## src/rtl/abdecoder.sv

```systemverilog
// Recovers the highest active switch from a priority-encoder 7-segment display path.
// Inputs are synchronized, debounced for STABLE_CYCLES samples, decoded and handed off via valid/ready.
module abdecoder #(
  parameter int unsigned STABLE_CYCLES = 4
) (
  input  logic       clk,
  input  logic       rst,
  input  logic [7:0] hex,
  input  logic       pointld,
  input  logic       out_ready,
  output logic       out_valid,
  output logic [2:0] num,
  output logic [7:0] led,
  output logic       err,
  output logic [7:0] err_cnt
);

  typedef enum logic [1:0] {IDLE, SETTLE, EMIT} state_t;

  localparam logic [8:0] IDLE_PAIR = 9'h002;
  localparam logic [3:0] CNT_LAST  = 4'(STABLE_CYCLES - 1);

  state_t     state, state_next;
  logic [8:0] s1, s2, cur, last_pair;
  logic [3:0] cnt;
  logic       dec_ok;
  logic [2:0] dec_num;
  logic [7:0] dec_led;
  logic       settle_done;

  assign settle_done = (state == SETTLE) && (s2 == cur) && (cnt == CNT_LAST);

  always_ff @(posedge clk) begin
    if (rst) state <= IDLE;
    else     state <= state_next;
  end

  always_comb begin
    state_next = state;
    unique case (state)
      IDLE:   if (s2 != last_pair) state_next = SETTLE;
      SETTLE: if (settle_done) state_next = dec_ok ? EMIT : IDLE;
      EMIT:   if (out_valid && out_ready) state_next = IDLE;
      default: state_next = IDLE;
    endcase
  end

  // Decode of the settled pair {pointld, hex}; feeds the registered outputs only.
  always_comb begin
    dec_ok  = 1'b0;
    dec_num = '0;
    dec_led = '0;
    if (cur[8]) begin
      dec_ok = 1'b1;
      case (cur[7:0])
        8'h02:   dec_num = 3'd0;
        8'h9F:   dec_num = 3'd1;
        8'h25:   dec_num = 3'd2;
        8'h0D:   dec_num = 3'd3;
        8'h99:   dec_num = 3'd4;
        8'h49:   dec_num = 3'd5;
        8'h41:   dec_num = 3'd6;
        8'h1F:   dec_num = 3'd7;
        default: dec_ok  = 1'b0;
      endcase
      if (dec_ok) dec_led = 8'd1 << dec_num;
    end else if (cur[7:0] == 8'h02) begin
      dec_ok = 1'b1;
    end
  end

  always_ff @(posedge clk) begin
    if (rst) begin
      s1        <= IDLE_PAIR;
      s2        <= IDLE_PAIR;
      cur       <= IDLE_PAIR;
      last_pair <= IDLE_PAIR;
      cnt       <= '0;
      out_valid <= 1'b0;
      num       <= '0;
      led       <= '0;
      err       <= 1'b0;
      err_cnt   <= '0;
    end else begin
      s1  <= {pointld, hex};
      s2  <= s1;
      err <= 1'b0;
      unique case (state)
        IDLE: begin
          if (s2 != last_pair) begin
            cur <= s2;
            cnt <= 4'd1;
          end
        end
        SETTLE: begin
          if (s2 != cur) begin
            cur <= s2;
            cnt <= 4'd1;
          end else if (cnt == CNT_LAST) begin
            // last_pair suppresses re-reporting until the input moves away and back.
            last_pair <= cur;
            if (dec_ok) begin
              out_valid <= 1'b1;
              num       <= dec_num;
              led       <= dec_led;
            end else begin
              err <= 1'b1;
              if (err_cnt != 8'hFF) err_cnt <= err_cnt + 8'd1;
            end
          end else begin
            cnt <= cnt + 4'd1;
          end
        end
        EMIT: begin
          if (out_valid && out_ready) out_valid <= 1'b0;
        end
        default: ;
      endcase
    end
  end

endmodule

```

## config.mk

```make
export PLATFORM = sky130hd
export DESIGN_NAME = abdecoder
export DESIGN_NICKNAME = d
export VERILOG_FILES = /design/src/rtl/abdecoder.sv
export SDC_FILE = /design/constraint.sdc
export NUM_CORES = 1
export LEC_CHECK = 0
export ABC_AREA = 1
export BUFFER_PORTS_ARGS = -buffer_cell sky130_fd_sc_hd__clkbuf_2
export CAP_MARGIN = 15
export CORE_MARGIN = 1.5
export CORE_UTILIZATION = 46
export CTS_CLUSTER_SIZE = 8
export DETAILED_ROUTE_END_ITERATION = 8
export HOLD_SLACK_MARGIN = 0.1
export PLACE_DENSITY = 0.65
export SKIP_LAST_GASP = 1
export SYNTH_ARGS = -nofsm -noshare
export SYNTH_HDL_FRONTEND = slang
export SYNTH_SLANG_ARGS = --single-unit
export TNS_END_PERCENT = 20
```

## constraint.sdc

```tcl
create_clock -name clk -period 1.9 [get_ports clk]
set_clock_uncertainty 0.1 [all_clocks]
set_input_delay 0.38 -clock clk [delete_from_list [all_inputs] [get_ports clk]]
set_output_delay 0.38 -clock clk [all_outputs]
set_load 0.005 [all_outputs]
```

* Word level (Yosys, flattened, before mapping)
Index checks and enable logic that the tools add are counted.
Cells by class: add/sub/neg operators 2, eq/ne operators 23, shifts and indexed selects 1, mux-type cells 27, bitwise gates (word level) 4, reductions and logical operators 15
Operators by type and width (number):
- one-hot mux 3 bit (7 select lines) | 1
- two-way mux 9 bit | 2
- inequality test 9 bit | 2
- one-hot mux 9 bit (2 select lines) | 1
- equality test 8 x 7 -> 1 bit, second input constant | 2
- equality test 8 bit, second input constant | 2
- two-way mux 8 bit | 2
- two-way mux 4 bit | 3
- AND reduction 3 bit | 4
- inequality test 2 bit, second input constant | 5
- AND reduction 5 bit | 2
- equality test 9 bit | 1
- two-way mux 1 bit | 9
- adder 8 x 1 -> 8 bit, second input constant | 1
- equality test 8 x 2 -> 1 bit, second input constant | 1
- equality test 8 x 4 -> 1 bit, second input constant | 1
- equality test 8 x 5 -> 1 bit, second input constant | 1
- equality test 8 x 6 -> 1 bit, second input constant | 1
- two-way mux 2 bit | 4
- inequality test 8 bit, second input constant | 1
- one-hot mux 4 bit (2 select lines) | 1
- OR reduction 8 bit | 1
- << shifter 1 x 3 -> 8 bit, first input constant | 1
- two-way mux 3 bit | 2
- 14 further kinds | 21
Storage, ports and cells: flip-flop bits (word level) 63, input bits 12, output and inout port bits 21

* Depth between registers and ports, before layout
depth in word-level cells 9, depth in mapped cells 13, depth with buffers taken out 13

* Worst setup path before layout
OpenSTA, ideal clock, no wires.
kind register -> register, from reg cur[7], to reg err_cnt[4], library setup time 0.132 ns, data arrival time 1.375 ns, data required time 1.668 ns, path slack 0.293 ns, stages on the path, launching flop included 12, path buffers 0, cell sequence dfxtp_1 -> inv_2 -> nand2_1 -> nor2_1 -> nand2_1 -> nand2_1 -> nor2_2 -> nand3_1 -> nand2_2 -> nand4_1 -> nand2_1 -> a21oi_1
On the way: word-level cells in the longest chain between the ends 7
Ends and longest elaborated chain:
- from (decl) | line 24 | logic [8:0] s1, s2, cur, last_pair;
- from (signal assigned) | line 76 | cur <= IDLE_PAIR;
- from (signal assigned) | line 91 | cur <= s2;
- from (signal assigned) | line 97 | cur <= s2;
- equality test 8 x 2 -> 1 bit, or another cell as far along | line 55, 67
- OR reduction 8 bit (no source line)
- two-way mux 1 bit | line 55 | case (cur[7:0])
- two-way mux 1 bit (2 in series) | line 53 | if (cur[8]) begin
- NOT 1 bit (no source line)
- AND reduction 5 bit (no source line) (*)
- to (signal assigned) | line 108 | if (err_cnt != 8'hFF) err_cnt <= err_cnt + 8'd1;
- to (decl) | line 15 | output logic [7:0] err_cnt
Every way passes the cells marked *; elsewhere a longest branch is shown, timed or not. The select of a mux whose other input is x is not followed. A chain may end at the register's enable or synchronous reset.

* Worst setup path in the final report
from reg cur[4], to reg led[3]
On the way: word-level cells in the longest chain between the ends 6
Ends and longest elaborated chain:
- equality test 8 x 5 -> 1 bit, or another cell as far along | line 55
- one-hot mux 3 bit (7 select lines) or OR reduction 8 bit (tied branches)
- two-way mux 3 bit or two-way mux 1 bit (tied branches) | line 53, 55
- << shifter 1 x 3 -> 8 bit or two-way mux 1 bit (tied branches) | line 66, 53
- two-way mux 8 bit or two-way mux 1 bit (tied branches) | line 66, 53
- two-way mux 8 bit or AND reduction 4 bit (tied branches)
- to (signal assigned) | line 105 | led <= dec_led;
- to (decl) | line 13 | output logic [7:0] led,
Parallel ways exist; a longest one is shown, timed or not. The select of a mux whose other input is x is not followed.

==> impl_metrics.env <==
export IMPL_cts_sinks=63
export IMPL_viasPerCell=4.87
export IMPL_cts_root_buf="clkbuf_8"
export IMPL_finalCritPeriodShare_pct=95.2
export IMPL_crit_type="flip-flop to flip-flop"
export IMPL_antenna_found_initial=0
export IMPL_synth_area_um2=2900
export IMPL_drt_iter0_markers=99
export IMPL_slew_violations=0
export IMPL_placed_cell_area_um2=3180
export IMPL_avgSynthCellArea_um2=6.87
export IMPL_initial_core_util_pct=48.4
export IMPL_power_density_nw_per_um2=1000
export IMPL_seq_area_frac_synth_pct=43.5
export IMPL_clk_latency_ns=0.35
export IMPL_holdBufCountCts=0
export IMPL_r2r_end="led[3]"
export IMPL_drive_gt1_share_pct=23.7
export IMPL_io_pins=33
export IMPL_grt_overflow_total=0
export IMPL_hold_viol=0
export IMPL_track_usage_pct=20.0
export IMPL_final_common_cell="nand2_1"
export IMPL_dr_total_vias=2662
export IMPL_wl_per_cell_um=11.4
export IMPL_tritoncts="done"
export IMPL_endpoint_kind="flip-flop"
export IMPL_synth_nets=436
export IMPL_yosysTopAreaCellShare_pct=43.5
export IMPL_yosysUniqueCellTypes=32
export IMPL_crit_arrival_ns=1.96
export IMPL_multi_input_area_um2=1420
export IMPL_ys_ff_latch=63
export IMPL_rows=28
export IMPL_die_area_um2=6790
export IMPL_path_max_fanout=10
export IMPL_design_core_area_um2=5990
export IMPL_worstHoldPathCells=3
export IMPL_clk_pin_slew_ns=0.07
export IMPL_gp_congestion=0.873
export IMPL_synth_area_top_cells="dfxtp_1 44%, nand2_1 12%, nor2_1 11%"
export IMPL_chipHeight_um=82.4
export IMPL_grt_pass1_wl_mm=10.2
export IMPL_place_hpwl_mm=4.37
export IMPL_final_setup_tns_ns=0
export IMPL_wl_mm=6.22
export IMPL_power_static_leakage_nw=1.56
export IMPL_ys_warn_count=0
export IMPL_hp_class="input pin to flip-flop"
export IMPL_h_tree_depth=3
export IMPL_area_growth_pct=20.1
export IMPL_final_cell_mix="80 x nand2_1, 78 x nor2_1, 49 x dfxtp_1"
export IMPL_crit_path_start_kind="flip-flop"
export IMPL_fmax_ghz=0.553
export IMPL_fin_crit_ns=1.81
export IMPL_crit_required_ns=2.05
export IMPL_nets=481
export IMPL_worst_pin_slew_ns=0.613
export IMPL_port_buffers=32
export IMPL_worstRegToRegCells=11
export IMPL_grt_max_degree=40
export IMPL_die_w_um=82.4
export IMPL_cts_buffer_depth=2
export IMPL_drtAntennaViolNets=0
export IMPL_numCtsBuffers=9
export IMPL_cap_violations=0
export IMPL_drt_pass1_iterations=4
export IMPL_synthCells=422
export IMPL_rsz0062_at_grt="true"
export IMPL_seq_area_um2=1280
export IMPL_grt_pass1_vias=2362
export IMPL_min_from="hex[0]"
export IMPL_min_to="s1[0]"
export IMPL_fin_area_um2=3480
export IMPL_utilization_pct=58.1
export IMPL_max_slew_margin_rel_pct=59.1
export IMPL_dp_slack_ns=0.0119
export IMPL_ir_drop_mv=0.708
export IMPL_setup_viol=0
export IMPL_yosysTopAreaCell="dfxtp_1"
export IMPL_num_antenna_cells=0
export IMPL_reg2reg_slack_ns=0.09
export IMPL_drc=0
export IMPL_r2r_start="cur[4]"
export IMPL_fill_cells=568
export IMPL_status="completed"
export IMPL_setup_slack_ns=0.0917
[worst max path at each step]
stage,start,to,slack [ns]
2_1_floorplan,cur[7],err_cnt[4],0.29
3_3_place_gp,cur[6],led[0],0.04
3_5_place_dp,cur[0],led[0],0.01
4_1_cts,cur[1],err_cnt[4],0.007
5_1_grt,cur[3],led[3],-0.05
6_report,cur[4],led[3],0.09
[kinds of logic after synthesis]
| family | share of synthesized area, % |
|---|---|
| adders and majority gates | 0.863 |
| DFF | 43.5 |
| buffers and inverters | 9.45 |
| xor gates and xnor gates | 3.02 |
| and+or+nand+nor | 33.3 |
| AOI/OAI and AO/OA | 9.88 |
[metrics by stage]
stage / hold slack, ns / std cells / total power [mW]
5_1_grt: 0.106 / 547 / 3.66
4_1_cts: 0.100 / 545 / 3.40
3_3_place_gp: 0.289 / 529 / 2.21
6_report: 0.112 / 547 / 3.48
2_1_floorplan: 0.288 / 422 / 2.02
3_5_place_dp: 0.294 / 529 / 2.22
[synthesized netlist by cell type, drive strengths merged]
master / n
xnor2: 4
clkbuf: 6
dfxtp: 63
nor2: 89
nand2: 92
o22ai: 2
nor3: 5
nand3b: 1
or2: 2
nand4: 17
nor4: 1
ha: 2
inv: 57
a22oi: 1
a21boi: 1
a41oi: 1
nand3: 17
xor2: 6
a21oi: 28
buf: 6
o21ai: 19
o211ai: 2
[routing by layer]
layer,wire length (um),track usage [%],vias to the layer above
li1,-,-,1423
met1,3110,24.7,1173
met2,2720,32.1,54
met3,279,5.93,12
met4,106,8.47,0
met5,0,0,-
[power by group]
| group | switching [mW] | total [mW] | internal, mW |
|---|---|---|---|
| Clock | 0.538 | 1.18 | 0.639 |
| Sequential | 0.0844 | 1.50 | 1.41 |
| Combinational | 0.527 | 0.808 | 0.282 |
[state kept, by name (all words and copies together) (netlist names)]
| name | count |
|---|---|
| cur | 9 |
| last_pair | 9 |
| out_valid | 1 |
| err | 1 |
| led | 8 |
| cnt | 4 |
| s2 | 9 |
| err_cnt | 8 |
| s1 | 9 |
| num | 3 |
| state | 2 |
[area by class of cell]
class	instances	area share, %
Multi-Input combinational cell	290	40.7
Sequential cell	63	36.9
Timing Repair Buffer	46	7.83
Inverter	57	6.14
Clock buffer	11	4.06
Tap cell	75	2.69
Clock inverter	5	1.65
[critical path, stage by stage, from the launching register on]
cell	delay, ns
dfxtp_2	0.34
inv_1	0.13
nand2_2	0.08
nor2_1	0.16
nand2_1	0.10
buf_4	0.15
nand2_1	0.09
nand2_4	0.08
nor2_4	0.14
nand2_4	0.11
o21ai_0	0.16
nor2_1	0.05
[what timing repair did]
item / 4_1_cts / 5_1_grt
endpoints found under the setup margin: 0 / 41
resized for setup: 0 / 38
setup buffers: 0 / 2
Power figures use the tool's default switching activity.
